**src/rtl/io_map_pkg.sv**
```systemverilog
// io_map_pkg: I/O port map, peripheral target encoding and bridge state type
package io_map_pkg;
  typedef enum logic [3:0] {
    LEDS, SDRAM_CFG, UART, SPI, IRQ_CTL, BIOS_CTL, TIMER, PIC, VGA, PS2
  } io_target_t;
  localparam int NUM_IO_TARGETS = 10;
  localparam logic [15:0] PORT_LEDS      = 16'hFFFE;
  localparam logic [15:0] PORT_SDRAM_CFG = 16'hFFFC;
  localparam logic [15:0] PORT_UART      = 16'hFFFA;
  localparam logic [15:0] PORT_SPI0      = 16'hFFF0;
  localparam logic [15:0] PORT_SPI1      = 16'hFFF2;
  localparam logic [15:0] PORT_IRQ_CTL   = 16'hFFF6;
  localparam logic [15:0] PORT_BIOS_CTL  = 16'hFFEC;
  localparam logic [15:0] PORT_TIMER0    = 16'h0040;
  localparam logic [15:0] PORT_TIMER1    = 16'h0042;
  localparam logic [15:0] PORT_PIC       = 16'h0020;
  localparam logic [15:0] PORT_VGA_BASE  = 16'h03D0;
  localparam logic [15:0] PORT_PS2       = 16'h0060;
  localparam logic [15:0] IO_TIMEOUT_DATA = 16'hFFFF;
  typedef enum logic [1:0] {IDLE, WAIT, DFLT, DONE} bridge_state_t;
endpackage

```
**src/rtl/io_addr_decode.sv**
```systemverilog
// io_addr_decode: maps an I/O port address to its peripheral target
module io_addr_decode
  import io_map_pkg::*;
#(
  parameter bit HAS_VGA = 1'b1,
  parameter bit HAS_PS2 = 1'b1
) (
  input  logic [15:1] addr,
  output logic        hit,
  output io_target_t  target
);
  logic [15:0] port;
  assign port = {addr, 1'b0};
  always_comb begin
    hit = 1'b1;
    target = LEDS;
    if (port == PORT_LEDS) target = LEDS;
    else if (port == PORT_SDRAM_CFG) target = SDRAM_CFG;
    else if (port == PORT_UART) target = UART;
    else if (port == PORT_SPI0 || port == PORT_SPI1) target = SPI;
    else if (port == PORT_IRQ_CTL) target = IRQ_CTL;
    else if (port == PORT_BIOS_CTL) target = BIOS_CTL;
    else if (port == PORT_TIMER0 || port == PORT_TIMER1) target = TIMER;
    else if (port == PORT_PIC) target = PIC;
    else if (HAS_VGA && port[15:4] == PORT_VGA_BASE[15:4]) target = VGA;
    else if (HAS_PS2 && port == PORT_PS2) target = PS2;
    else hit = 1'b0;
  end
endmodule

```
**src/rtl/io_port_bridge.sv**
```systemverilog
// io_port_bridge: registered Core-to-peripheral I/O bridge with default responder and timeout
module io_port_bridge
  import io_map_pkg::*;
#(
  parameter bit          HAS_VGA        = 1'b1,
  parameter bit          HAS_PS2        = 1'b1,
  parameter int unsigned TIMEOUT_CYCLES = 255
) (
  input  logic                      clk,
  input  logic                      rst_in_n,
  input  logic                      data_m_access,
  input  logic                      d_io,
  input  logic [19:1]               data_m_addr,
  input  logic [15:0]               data_m_data_in,
  input  logic                      data_m_wr_en,
  input  logic [1:0]                data_m_bytesel,
  output logic                      data_m_ack,
  output logic [15:0]               data_m_data_out,
  output logic [NUM_IO_TARGETS-1:0] io_cs,
  output logic [19:1]               io_addr,
  output logic [15:0]               io_wdata,
  output logic                      io_wr_en,
  output logic [1:0]                io_bytesel,
  input  logic                      io_ack,
  input  logic [15:0]               io_rdata,
  output logic                      timeout_flag,
  output logic [15:0]               timeout_addr,
  input  logic                      timeout_clr
);
  localparam logic [15:0] TMO_LAST = 16'(TIMEOUT_CYCLES - 1);
  bridge_state_t state;
  logic [15:0]   cnt;
  logic          hit;
  io_target_t    tgt;
  io_addr_decode #(.HAS_VGA(HAS_VGA), .HAS_PS2(HAS_PS2)) u_dec (
    .addr(data_m_addr[15:1]),
    .hit(hit),
    .target(tgt)
  );
  always_ff @(posedge clk or negedge rst_in_n) begin
    if (!rst_in_n) begin
      state <= IDLE;
      cnt <= '0;
      data_m_ack <= 1'b0;
      data_m_data_out <= '0;
      io_cs <= '0;
      io_addr <= '0;
      io_wdata <= '0;
      io_wr_en <= 1'b0;
      io_bytesel <= '0;
      timeout_flag <= 1'b0;
      timeout_addr <= '0;
    end else begin
      data_m_ack <= 1'b0;
      data_m_data_out <= '0;
      if (timeout_clr) timeout_flag <= 1'b0;
      case (state)
        IDLE: if (data_m_access && d_io) begin
          io_addr <= data_m_addr;
          io_wdata <= data_m_data_in;
          io_wr_en <= data_m_wr_en;
          io_bytesel <= data_m_bytesel;
          io_cs <= hit ? (NUM_IO_TARGETS'(1) << tgt) : '0;
          cnt <= '0;
          state <= hit ? WAIT : DFLT;
        end
        WAIT: if (!data_m_access) begin
          io_cs <= '0;
          state <= IDLE;
        end else if (io_ack) begin
          io_cs <= '0;
          data_m_ack <= 1'b1;
          data_m_data_out <= io_wr_en ? 16'h0000 : io_rdata;
          state <= DONE;
        end else if (cnt == TMO_LAST) begin
          // a new timeout overrides a same-cycle clear; only the first address is kept
          io_cs <= '0;
          data_m_ack <= 1'b1;
          data_m_data_out <= IO_TIMEOUT_DATA;
          timeout_flag <= 1'b1;
          if (!timeout_flag) timeout_addr <= {io_addr[15:1], 1'b0};
          state <= DONE;
        end else begin
          cnt <= cnt + 16'd1;
        end
        DFLT: if (!data_m_access) begin
          state <= IDLE;
        end else begin
          data_m_ack <= 1'b1;
          state <= DONE;
        end
        DONE: state <= IDLE;
      endcase
    end
  end
endmodule

```
**config.mk**
```make
export PLATFORM = sky130hd
export DESIGN_NAME = io_port_bridge
export DESIGN_NICKNAME = d
export VERILOG_FILES = /design/src/rtl/io_map_pkg.sv /design/src/rtl/io_addr_decode.sv /design/src/rtl/io_port_bridge.sv
export SDC_FILE = /design/constraint.sdc
export NUM_CORES = 1
export LEC_CHECK = 0
export ABC_AREA = 1
export CAP_MARGIN = 20
export CORE_MARGIN = 4
export CORE_UTILIZATION = 25
export DETAILED_ROUTE_END_ITERATION = 10
export GPL_TIMING_DRIVEN = 1
export MAX_ROUTING_LAYER = met4
export PLACE_DENSITY = 0.47
export SKIP_LAST_GASP = 1
export SLEW_MARGIN = 20
export SYNTH_ARGS = -nofsm -noshare
export SYNTH_HDL_FRONTEND = slang
export SYNTH_SLANG_ARGS = --single-unit
```
**constraint.sdc**
```tcl
create_clock -name clk -period 2 [get_ports clk]
set_input_delay 0.2 -clock clk [delete_from_list [all_inputs] [get_ports clk]]
set_output_delay 0.2 -clock clk [all_outputs]
set_load 0.01 [all_outputs]
```
==> flow_metrics.py <==
metrics = {
    "setup_path": {
        "arrival_ns": 1.94,
        "critPathBufInv": 3,
        "r2r_cells": 10,
        "critPathTopFamily": "simple AND/OR/NAND/NOR gates",
        "crit_type": "reg2reg",
        "worstSetupEndpointType": "register",
        "slowest_delay_ns": 0.42,
        "reg2reg_slack_ns": 0.28,
        "cp_common_cell": "nand3_2",
        "reg2reg_from": "cnt[0]",
        "r2r_end": "timeout_addr[13]",
        "critPathRequiredTime_ns": 2.22,
        "crit_fanout": 30,
        "cp-start-kind": "register",
        "path_cells": "inv_1, ha_1, nand4_1, nor2_1, nand3_2, inv_2, nand3_2, buf_4, nand2_1, o21ai_0",
        "cpMaxStageDelayCell": "dfrtp_1",
    },
    "power": {
        "p_total_mw": 6.88,
        "peakVddDrop_uv": 444,
        "power.leakage_nw": 3.00,
        "powerDensity_nw_per_um2": 1030,
    },
    "synthesis": {
        "synth_edf_count": 0,
        "syn_nets": 603,
        "async_flop_share_pct": 100,
        "synthFlopType": "dfrtp_1",
        "ys_seq_area_share_pct": 52.5,
        "yosys.area.top_type": "dfrtp_1",
        "ys.warnings.count": 0,
        "syn_avg_cell_area_um2": 8.77,
        "synth_top_area_share_pct": 52.5,
        "ys_types": 34,
        "synth_area_leaders": "dfrtp_1, nand2_1, mux2_2",
        "synthesis.area_um2": 4720,
        "ys_ff_latch": 99,
        "synthCells": 538,
    },
    "status": {
        "run_status": "completed",
    },
    "timing": {
        "rsz0062_at_grt": "false",
        "finalSetupViolations": 0,
        "tightest_slew_ns": 0.501,
        "slew_violations": 0,
        "finalWorstSetupSlack_ns": 0.281,
        "tns_ns": 0,
        "final-hold-violation-count": 0,
        "period_needed_ns": 1.72,
        "period_share_pct": 86.0,
        "fmax_mhz": 582,
        "relSlewSlack_pct": 66.6,
        "finClkSkew_ns": 0.00696,
    },
    "min_path": {
        "min_path_type": "in2async",
    },
    "clocking": {
        "clkTransAtPathRegs_ns": 0.07,
        "cts-htree-levels": 3,
        "cts-root-buf": "clkbuf_16",
        "clk_path_buf_depth": 2,
        "post-cts-setup-buffers": 0,
        "cts_tree": "yes",
        "cts_buffers": 9,
        "clk-insertion-delay-late_ns": 0.35,
        "clock_sinks": 99,
    },
    "route": {
        "ant_nets": 0,
        "vias": 3945,
        "drt_iter0_drc": 154,
        "wl_per_cell_um": 14.1,
        "wl_mm": 12.9,
        "drc_errors": 0,
        "dr.pass1.iters": 4,
        "vias_per_cell": 4.31,
    },
    "place": {
        "gp_congestion": 0.877,
        "pre_cts_ws_ns": 0.166,
        "dp_cells": 899,
        "dp_hpwl_mm": 10.0,
        "port_buffers": 140,
    },
    "final_layout": {
        "fillers": 1875,
        "antenna_cells": 0,
        "drive_above_1_share_pct": 10.5,
        "nets": 747,
        "layout-area-overhead-vs-synth_pct": 41.5,
        "stdcell_count": 916,
    },
    "die": {
        "fp.dieH_um": 145,
        "coreArea_um2": 18300,
        "fp-row-count": 49,
        "die_width_um": 145,
        "io_pins": 142,
        "initial_core_util_pct": 25.8,
        "dieArea_um2": 21100,
    },
    "flow_run": {
        "drv_cap": 0,
    },
    "global_routing": {
        "grtUsageTotal_pct": 12.9,
        "grt_pass1_wl_mm": 21.4,
        "antenna_found_initial": 0,
        "grt_max_degree": 38,
        "grt_pass1_vias": 4042,
        "grt_overflow": 0,
    },
}
## cells by family (layout without fill, tap and decap cells)
logic type | Yosys count | after routing | synth area share (%)
xor+xnor | 12 | 12 | 2.23
buf+inv | 88 | 237 | 8.06
simple gates | 239 | 239 | 22.1
mux | 22 | 22 | 5.25
compound gates | 72 | 72 | 8.38
other cells | 1 | 1 | 0.0795
flops | 99 | 99 | 52.5
fa+ha+maj | 5 | 5 | 1.33
## cells in the mapped netlist, types with 3 or more instances
library cell / count
mux2_2: 22
nor4_1: 4
ha_1: 5
nor2_1: 62
nand3_2: 4
clkbuf_2: 3
dfrtp_1: 99
a21oi_1: 22
inv_2: 3
nand4_1: 9
inv_1: 61
nand2_1: 118
nand3_1: 23
o21ai_0: 31
o21ai_1: 10
clkbuf_1: 7
buf_2: 6
xor2_1: 12
o21ai_2: 6
nor3_1: 12
## worst register-to-register path, stage by stage, from the launching register on
cell	delay, ns
dfrtp_1	0.42
inv_1	0.09
ha_1	0.18
nand4_1	0.10
nor2_1	0.13
nand3_2	0.14
inv_2	0.09
nand3_2	0.05
buf_4	0.22
nand2_1	0.08
o21ai_0	0.08
## layer usage
layer | vias to the layer above | track usage [%] | share of wire (%)
li1 | 2008 | - | -
met3 | 18 | 2.93 | 5.0
met5 | - | - | 0
met2 | 118 | 19.4 | 45
met4 | 0 | 5.08 | 1.9
met1 | 1801 | 17.0 | 48
## report_power, final
group / switching, mW / internal (mW) / leakage (nW)
registers: 0.265 / 2.44 / 1.30
clock network: 0.795 / 0.858 / 0.134
logic: 1.25 / 1.27 / 1.57
total: 2.31 / 4.57 / 3.00
## area by class of cell
class                           count  area, µm²  area share [%]
Clock buffer                       10        229            3.43
Clock inverter                      6       47.5           0.712
Inverter                           67        256            3.84
Multi-Input combinational cell    351       1860            27.9
Sequential cell                    99       2480            37.1
Tap cell                          229        287            4.29
Timing Repair Buffer              154       1520            22.8
## cell usage in the layout, fill, tap and decap left out
cell             count
o2111ai_1            1
ha_1                 5
clkbuf_1             1
xor2_1              12
nand2_4              2
mux2_2              22
clkdlybuf4s50_1    139
buf_4               13
dlygate4sd3_1        1
o21ai_2              6
inv_6                4
o2111a_1             1
nand4_1              9
nor2_4               1
nand2_2              2
nor4_1               4
dfrtp_1             99
nand3_1             23
clkinv_2             1
a21oi_1             22
buf_12               1
inv_1               61
conb_1               1
inv_2                3
nand3_2              4
o21ai_0             31
clkbuf_16            9
nand2_8              1
nand2_1            118
clkinv_4             1
nor3_1              12
nor2_1              62
a21boi_0             1
o21ai_1             10
clkinvlp_4           1
nor2_2               1
clkinv_1             2
## worst max-delay path by stage
stage,from,end,slack [ns],cells after the start
2_1_floorplan,state[0],io_wdata[0],0.43,6
3_3_place_gp,data_m_addr[2],state[1],0.18,13
3_5_place_dp,data_m_addr[2],state[1],0.17,13
4_1_cts,cnt[0],timeout_addr[13],0.26,10
5_1_grt,cnt[0],timeout_addr[9],0.12,9
6_report,cnt[0],timeout_addr[13],0.28,10
## flip-flops by register name (all words and copies together), names as in the netlist
name             count
timeout_flag         1
io_cs               10
io_bytesel           2
io_wdata            16
cnt                 16
data_m_ack           1
io_addr             19
data_m_data_out     16
state                2
timeout_addr        15
io_wr_en             1
## stage by stage
step	area [µm²]	hold slack, ns	utilization [%]
after floorplan	4720	-0.0956	-
after global placement	6390	0.200	35.0
after detailed placement	6390	0.212	35.0
after CTS	6680	0.378	36.5
after global routing	6680	0.415	36.5
final	6680	0.363	36.5
## repair_timing
item                      CTS  global route
hold buffers                1             0
hold endpoints to repair   34             0
gates resized for setup     0             0
(Power assumes the default switching activity.)
